$ cat src/rtl/prefetch_fetch_unit.sv
// prefetch_fetch_unit: instruction prefetcher feeding ID from a circular {pc, instr} queue.
// Ports: CLK/RESET; IMEM_ADDR/IMEM_READ/IMEM_RDATA/IMEM_BUSYWAIT memory side;
//        REDIRECT/REDIRECT_PC from EX; STALL from ID; IF_VALID/IF_PC/IF_INSTR/OCCUPANCY queue head.
// Latency: a completed fetch is visible at the head one cycle later; the queue never overflows (IMEM_READ drops when full).
module prefetch_fetch_unit #(
  parameter int              XLEN      = 32,
  parameter int              DEPTH     = 4,
  parameter logic [XLEN-1:0] RESET_PC  = 32'h00000000,
  parameter logic [31:0]     NOP_INSTR = 32'h00000013
) (
  input  logic                     CLK,
  input  logic                     RESET,
  output logic [XLEN-1:0]          IMEM_ADDR,
  output logic                     IMEM_READ,
  input  logic [31:0]              IMEM_RDATA,
  input  logic                     IMEM_BUSYWAIT,
  input  logic                     REDIRECT,
  input  logic [XLEN-1:0]          REDIRECT_PC,
  input  logic                     STALL,
  output logic                     IF_VALID,
  output logic [XLEN-1:0]          IF_PC,
  output logic [31:0]              IF_INSTR,
  output logic [$clog2(DEPTH):0]   OCCUPANCY
);

  localparam int PTR_W = $clog2(DEPTH);
  localparam int CNT_W = PTR_W + 1;

  typedef enum logic {ST_RUN, ST_DISCARD} state_e;

  state_e            state_q, state_d;
  logic [XLEN-1:0]   fetch_pc_q, fetch_pc_d;
  logic [XLEN-1:0]   discard_pc_q, discard_pc_d;
  logic [PTR_W-1:0]  rd_ptr_q, rd_ptr_d;
  logic [PTR_W-1:0]  wr_ptr_q, wr_ptr_d;
  logic [CNT_W-1:0]  count_q, count_d;

  logic [XLEN-1:0]   pc_mem_q    [DEPTH];
  logic [31:0]       instr_mem_q [DEPTH];

  logic full;
  logic xfer_done;
  logic xfer_pending;
  logic push;
  logic pop;

  // Target low bits are ignored: fetch addresses are always word aligned.
  logic unused_redirect_lsbs;
  assign unused_redirect_lsbs = ^REDIRECT_PC[1:0];

  always_comb begin
    full         = (count_q == CNT_W'(DEPTH));
    // DISCARD must keep the abandoned request alive until memory finishes it.
    // Gating with RESET drops the request the instant reset asserts.
    IMEM_READ    = !RESET && ((state_q == ST_DISCARD) || !full);
    IMEM_ADDR    = (state_q == ST_DISCARD) ? discard_pc_q : fetch_pc_q;
    xfer_done    = IMEM_READ && !IMEM_BUSYWAIT;
    xfer_pending = IMEM_READ && IMEM_BUSYWAIT;

    IF_VALID     = (count_q != '0);
    IF_PC        = IF_VALID ? pc_mem_q[rd_ptr_q]    : '0;
    IF_INSTR     = IF_VALID ? instr_mem_q[rd_ptr_q] : NOP_INSTR;
    OCCUPANCY    = count_q;

    push         = (state_q == ST_RUN) && xfer_done && !REDIRECT;
    pop          = IF_VALID && !STALL && !REDIRECT;
  end

  always_comb begin
    state_d      = state_q;
    fetch_pc_d   = fetch_pc_q;
    discard_pc_d = discard_pc_q;
    rd_ptr_d     = rd_ptr_q;
    wr_ptr_d     = wr_ptr_q;
    count_d      = count_q + CNT_W'(push) - CNT_W'(pop);

    if (push) begin
      wr_ptr_d   = wr_ptr_q + PTR_W'(1);
      fetch_pc_d = fetch_pc_q + XLEN'(4);
    end
    if (pop) begin
      rd_ptr_d = rd_ptr_q + PTR_W'(1);
    end

    // Completion of the abandoned request: its data is simply not pushed.
    // This wins over a same-cycle REDIRECT, which only retargets fetch_pc.
    if (state_q == ST_DISCARD && xfer_done) begin
      state_d = ST_RUN;
    end

    if (REDIRECT) begin
      rd_ptr_d   = '0;
      wr_ptr_d   = '0;
      count_d    = '0;
      fetch_pc_d = {REDIRECT_PC[XLEN-1:2], 2'b00};
      // A request memory has already accepted cannot be cancelled; remember
      // its address so it can be seen through and thrown away.
      if (state_q == ST_RUN && xfer_pending) begin
        state_d      = ST_DISCARD;
        discard_pc_d = fetch_pc_q;
      end
    end
  end

  always_ff @(posedge CLK or posedge RESET) begin
    if (RESET) begin
      state_q      <= ST_RUN;
      fetch_pc_q   <= RESET_PC;
      discard_pc_q <= '0;
      rd_ptr_q     <= '0;
      wr_ptr_q     <= '0;
      count_q      <= '0;
    end else begin
      state_q      <= state_d;
      fetch_pc_q   <= fetch_pc_d;
      discard_pc_q <= discard_pc_d;
      rd_ptr_q     <= rd_ptr_d;
      wr_ptr_q     <= wr_ptr_d;
      count_q      <= count_d;
    end
  end

  // Queue storage needs no reset: entries are only observed when count_q covers them.
  always_ff @(posedge CLK) begin
    if (push) begin
      pc_mem_q[wr_ptr_q]    <= fetch_pc_q;
      instr_mem_q[wr_ptr_q] <= IMEM_RDATA;
    end
  end

endmodule

$ cat config.mk
export PLATFORM = sky130hd
export DESIGN_NAME = prefetch_fetch_unit
export DESIGN_NICKNAME = d
export VERILOG_FILES = /design/src/rtl/prefetch_fetch_unit.sv
export SDC_FILE = /design/constraint.sdc
export NUM_CORES = 1
export LEC_CHECK = 0
export CORE_UTILIZATION = 59
export DETAILED_ROUTE_END_ITERATION = 8
export GPL_ROUTABILITY_DRIVEN = 0
export PLACE_DENSITY_LB_ADDON = 0.12
export SLEW_MARGIN = 20
export SYNTH_ARGS = -nofsm -noshare
export SYNTH_HDL_FRONTEND = slang
export SYNTH_SLANG_ARGS = --single-unit
export TNS_END_PERCENT = 50
$ cat constraint.sdc
create_clock -name CLK -period 8.81 [get_ports CLK]
set_clock_uncertainty 0.05 [all_clocks]
set_input_delay 1.3215 -clock CLK [delete_from_list [all_inputs] [get_ports CLK]]
set_output_delay 1.3215 -clock CLK [all_outputs]
set_load 0.01 [all_outputs]
* After elaboration in Yosys (flattened, before gate mapping) *
Memory sizes are Yosys's and may differ from the RTL's.
Cells that the tools add are included.

word-level totals
  bits in registers = 72
  output and inout bits = 101
  memories kept = 2
  ROM bits = 0
  latch bits = 0
  bits in writable memories = 256

memories
  name         words  bits a word  read ports  clocked after Yosys merged registers in  write ports  line  source
  instr_mem_q  4      32           1           0                                        1            39    logic [31:0] instr_mem_q [DEPTH];
  pc_mem_q     4      32           1           0                                        1            38    logic [XLEN-1:0] pc_mem_q [DEPTH];

operators by class
  mux-type cells = 15
  reduce and logical (&&, ||, !) cells = 19
  bitwise logic cells = 1
  add/sub/neg operators = 5
  magnitude comparators = 0
  divide/modulo/power cells = 0
  equality and inequality tests = 1
  multiply operators = 0
  shift operators = 0

operators with widths
  cell                                            number
  2-to-1 mux 32 bit                               5
  adder 32 x 3 -> 32 bit (second input constant)  1
  logical AND 1 bit                               9
  2-to-1 mux 2 bit                                4
  zero test 1 bit                                 5
  2-to-1 mux 1 bit                                5
  adder 2 x 1 -> 2 bit (second input constant)    2
  nonzero test 2 bit                              2
  adder 3 x 1 -> 3 bit                            1
  equality test 3 bit (second input constant)     1
  2-to-1 mux 3 bit                                1
  nonzero test 3 bit                              1
  subtractor 3 x 1 -> 3 bit                       1
  AND reduction 2 bit                             1
  logical OR 1 bit                                1
  NOT 1 bit                                       1

* Logic depth before layout (Yosys ltp) *
  depth after elaboration = 10
  mapped depth = 12
  mapped depth without buffers = 11

* Least setup slack after synthesis *
Ideal clock, no wire load.

  path type = input port to flip-flop
  from = input port RESET
  to = memory instr_mem_q[0][0] (enable)
  arrival time = 3.602 ns
  stages = 4
  setup time = 0.427 ns
  required time = 8.333 ns
  buffers on the path = 0
  path slack = 4.731 ns
  cell sequence = or3_4 nand2b_1 nor2_1 and2_1

between the ends
  cells in the longest elaborated chain, start to end = 7

RTL lines
  item                                    line  source
  start, declared                         12    input logic RESET,
  zero test 1 bit (no line)               n/a
  logical AND 1 bit                       55    IMEM_READ = !RESET && ((state_q == ST_DISCARD) || !full);
  logical AND 1 bit                       57    xfer_done = IMEM_READ && !IMEM_BUSYWAIT;
  logical AND 1 bit (2 in a row)          65    push = (state_q == ST_RUN) && xfer_done && !REDIRECT;
  2-to-1 mux 1 bit                        125   if (push) begin
  2-to-1 mux 1 bit (implied by the code)  127   instr_mem_q[wr_ptr_q] <= IMEM_RDATA;
  end, declared                           39

No other way between the ends.

* Final worst setup path *
  from = register rd_ptr_q[0]
  to = output port IF_INSTR[0]

between the ends
  cells in the longest elaborated chain, start to end = 2

RTL lines
  item                    line  source
  start, declared         34    logic [PTR_W-1:0] rd_ptr_q, rd_ptr_d;
  start signal, assigned  117   rd_ptr_q <= rd_ptr_d;
  memory (4 x 32 bit)     n/a
  2-to-1 mux 32 bit       62    IF_INSTR = IF_VALID ? instr_mem_q[rd_ptr_q] : NOP_INSTR;
  end, declared           22    output logic [31:0] IF_INSTR,

No other way between the ends.

==> run metrics <==
ys async rst share=21.5%; Final min period=4.82 ns; timing-limited maximum frequency=0.207 GHz; remaining antenna violation count after routing=0; global-route wire length before repair=40.1 mm; insertion delay to the later sink of the worst-skew pair=0.55 ns; via count normalized by instance count=5.80; number of vias after detailed routing=6977; kind of critical path=flip-flop to primary output; CP top delay family=buffers and inverters; number of top-level pins=170; top routing layer in use=met4; TritonCTS clock tree=done; power per cell area=265 nW/µm²; data arrival time of the critical path=3.45 ns; starting utilization of the core area=61.0%; Pre-Repair DR Iteration Count=5; CTS Root Buffer Type=clkbuf_16; total routing resource utilization after global routing=23.7%; Final setup viols=0; Worst Tran Pin Value=0.945 ns; synthesized area divided by synthesized cell count=17.6 µm²; drt total wl=25.4 mm; pre-CTS setup slack=4.51 ns; Worst path max stage delay=0.84 ns; number of antenna diodes=0; crit-path max FO=33; number of gates resized after CTS=0; sequential cell area=9150 µm²; chip height=150 µm; detailed-placement wirelength estimate=14.7 mm; total die area=22600 µm²; Clk pin slew, worst setup/hold paths=0.06 ns; Total Neg Setup Slack=0 ns; Worst EP required=7.44 ns; fraction of post-synthesis cell area in the top cell type by area=57.3%; slack of the critical path=3.99 ns; TritonCTS buffer count=31; Max Buffers Root-to-Sink=3; Core Footprint=21300 µm²; P_leak=5.35 nW; number of enable-type register cells in the synthesized netlist=248; number of input and output port buffers inserted=163; nature of the critical path startpoint=flip-flop; relative area change from synthesis to final layout=22.0%; cells taking the most area after synthesis=edfxtp_1, dfrtp_1, mux4_2, nor2b_1, mux2_2; sum of met3 wire segment lengths after detailed routing=1.81 mm; status=complete, no violations; Commonest cells post-synth=edfxtp_1, dfrtp_1, mux4_2; number of fill cells=1273; hold bufs inserted after CTS=0; cell with the biggest individual delay on the critical path=dfrtp_4; met1 wire length=10.6 mm; post-route cell area=15800 µm²; maximum resistive drop on vdd=181 µV; sequential cell area fraction in the yosys report=70.4%; max cap viols=0; via count of the first global-routing pass=7319; length of routed met2 wiring=12.6 mm; multi-input gate area in the final layout=3630 µm²; cell area after placement=14900 µm²; Slew Viols, Final=0; NumNets Final=981; # clock sinks=316; Synth Instances=737; type of element capturing the critical path=primary output; Bufs and invs on worst path=2; cell taking the most area after synthesis=edfxtp_1; worst-case hold slack=0.432 ns; Hold Crit Class=flip-flop to flip-flop; total number of yosys warnings=0; cell chain of the critical path=buf_4, mux4_2, or2_2, clkdlybuf4s50_1; distinct cell type count of the synthesized netlist=37; share of cells above drive strength 1=17.2%; top-count cell post-synth=edfxtp_1; # H-tree levels=1; end-of-flow core utilization=74.4%; DRC=0; antenna violations before repair=0; die width=150 µm; RSZ-0062 raised after global routing=false; largest net degree at the start of global routing=70; final clock period utilization by the worst path=54.7%; GR Overflow Total=0; Synth Register Bits=316; initial DRC count=552; final count of hold timing violations=0; Setup Buffers After CTS=0; average wire per cell in the routed design=21.1 µm; Core Rows=53; predominant post-synthesis flop cell=edfxtp_1; Slew headroom=37.0%; netlist area before placement=13000 µm²
-- layout by cell type (no fill, tap or decap), drive strengths merged --
master,instances
edfxtp,248
clkbuf,49
bufinv,2
and3,6
mux4,62
conb,4
ha,7
nor3b,1
and4b,1
fa,1
nand3,10
mux2i,1
xnor2,11
o21ai,29
or3,1
or3b,1
clkdlybuf4s50,162
clkinv,3
clkinvlp,2
a21oi,2
or2,3
nor2b,60
nor3,6
nand2b,1
xor2,23
nand4b,2
and4,1
nor2,16
dfrtp,68
buf,13
nor4,2
nand4,14
inv,9
nand2,41
mux2,61
and2,5
-- area by class of cell --
cell class,instances,share of cell area (%)
clock buffers,49,5.51
clock inverters,8,0.608
inverters,8,0.190
multi-input cells,372,22.9
flip-flops and latches,316,57.8
well taps,275,2.17
repair buffers,175,10.8
-- routing by layer --
| metal | track usage [%] | vias up |
|---|---|---|
| met2 | 39.3 | 266 |
| li1 | - | 3136 |
| met4 | 5.91 | 0 |
| met3 | 3.88 | 32 |
| met5 | 0 | - |
| met1 | 33.0 | 3543 |
-- path summary, 6_finish.rpt --
| check | start | to | slack, ns | depth (start not counted) |
|---|---|---|---|---|
| worst max-delay path | rd_ptr_q[0]$_DFFE_PP0P_ | IF_INSTR[0] | 3.99 | 4 |
| worst min-delay path | discard_pc_q[7]$_DFFE_PP0P_ | discard_pc_q[7]$_DFFE_PP0P_ | 0.43 | 1 |
| worst max register to register | state_q$_DFFE_PP0P_ | pc_mem_q[3][27]$_DFFE_PP_ | 5.65 | 6 |
| worst min register to register | discard_pc_q[7]$_DFFE_PP0P_ | discard_pc_q[7]$_DFFE_PP0P_ | 0.43 | 1 |
| max in group asynchronous | RESET | rd_ptr_q[0]$_DFFE_PP0P_ | 6.64 | 3 |
| min in group asynchronous | RESET | discard_pc_q[9]$_DFFE_PP0P_ | 1.42 | 3 |
-- cells by family (layout without fill, tap and decap cells) --
group	count (synthesis)	count (layout)	synth area share, %
compound gates	31	31	1.19
mux	124	124	16.1
other cells	1	4	0.0289
simple gates	171	171	7.30
buf+inv	52	240	1.78
fa+ha+maj	8	8	0.829
flops	316	316	70.4
xor+xnor	34	34	2.29
-- registers in the layout, indices dropped and copies added, names as in the netlist --
| signal | count |
|---|---|
| instr_mem_q | 128 |
| pc_mem_q | 120 |
| discard_pc_q | 30 |
| fetch_pc_q | 30 |
| OCCUPANCY | 3 |
| rd_ptr_q | 2 |
| wr_ptr_q | 2 |
| state_q | 1 |
-- report_power, final --
part | internal (W) | total [W] | switching (W)
Sequential | 0.00173 | 0.00185 | 0.000120
Clock | 0.000735 | 0.00125 | 0.000519
Combinational | 0.000638 | 0.00110 | 0.000458
-- metrics by stage --
step           instances  total power (W)
3_3_place_gp        1146          0.00295
5_1_grt             1203          0.00438
6_report            1203          0.00420
4_1_cts             1203          0.00424
2_1_floorplan        740          0.00246
3_5_place_dp        1146          0.00298
-- worst reg2reg max path, cell delays in order, from the launching register on --
cell      delay [ns]
dfrtp_1         0.36
buf_4           0.27
or3_4           0.49
nand2b_1        0.23
nor2_1          0.25
and2_2          0.45
buf_4           0.67
(Power assumes the default switching activity.)
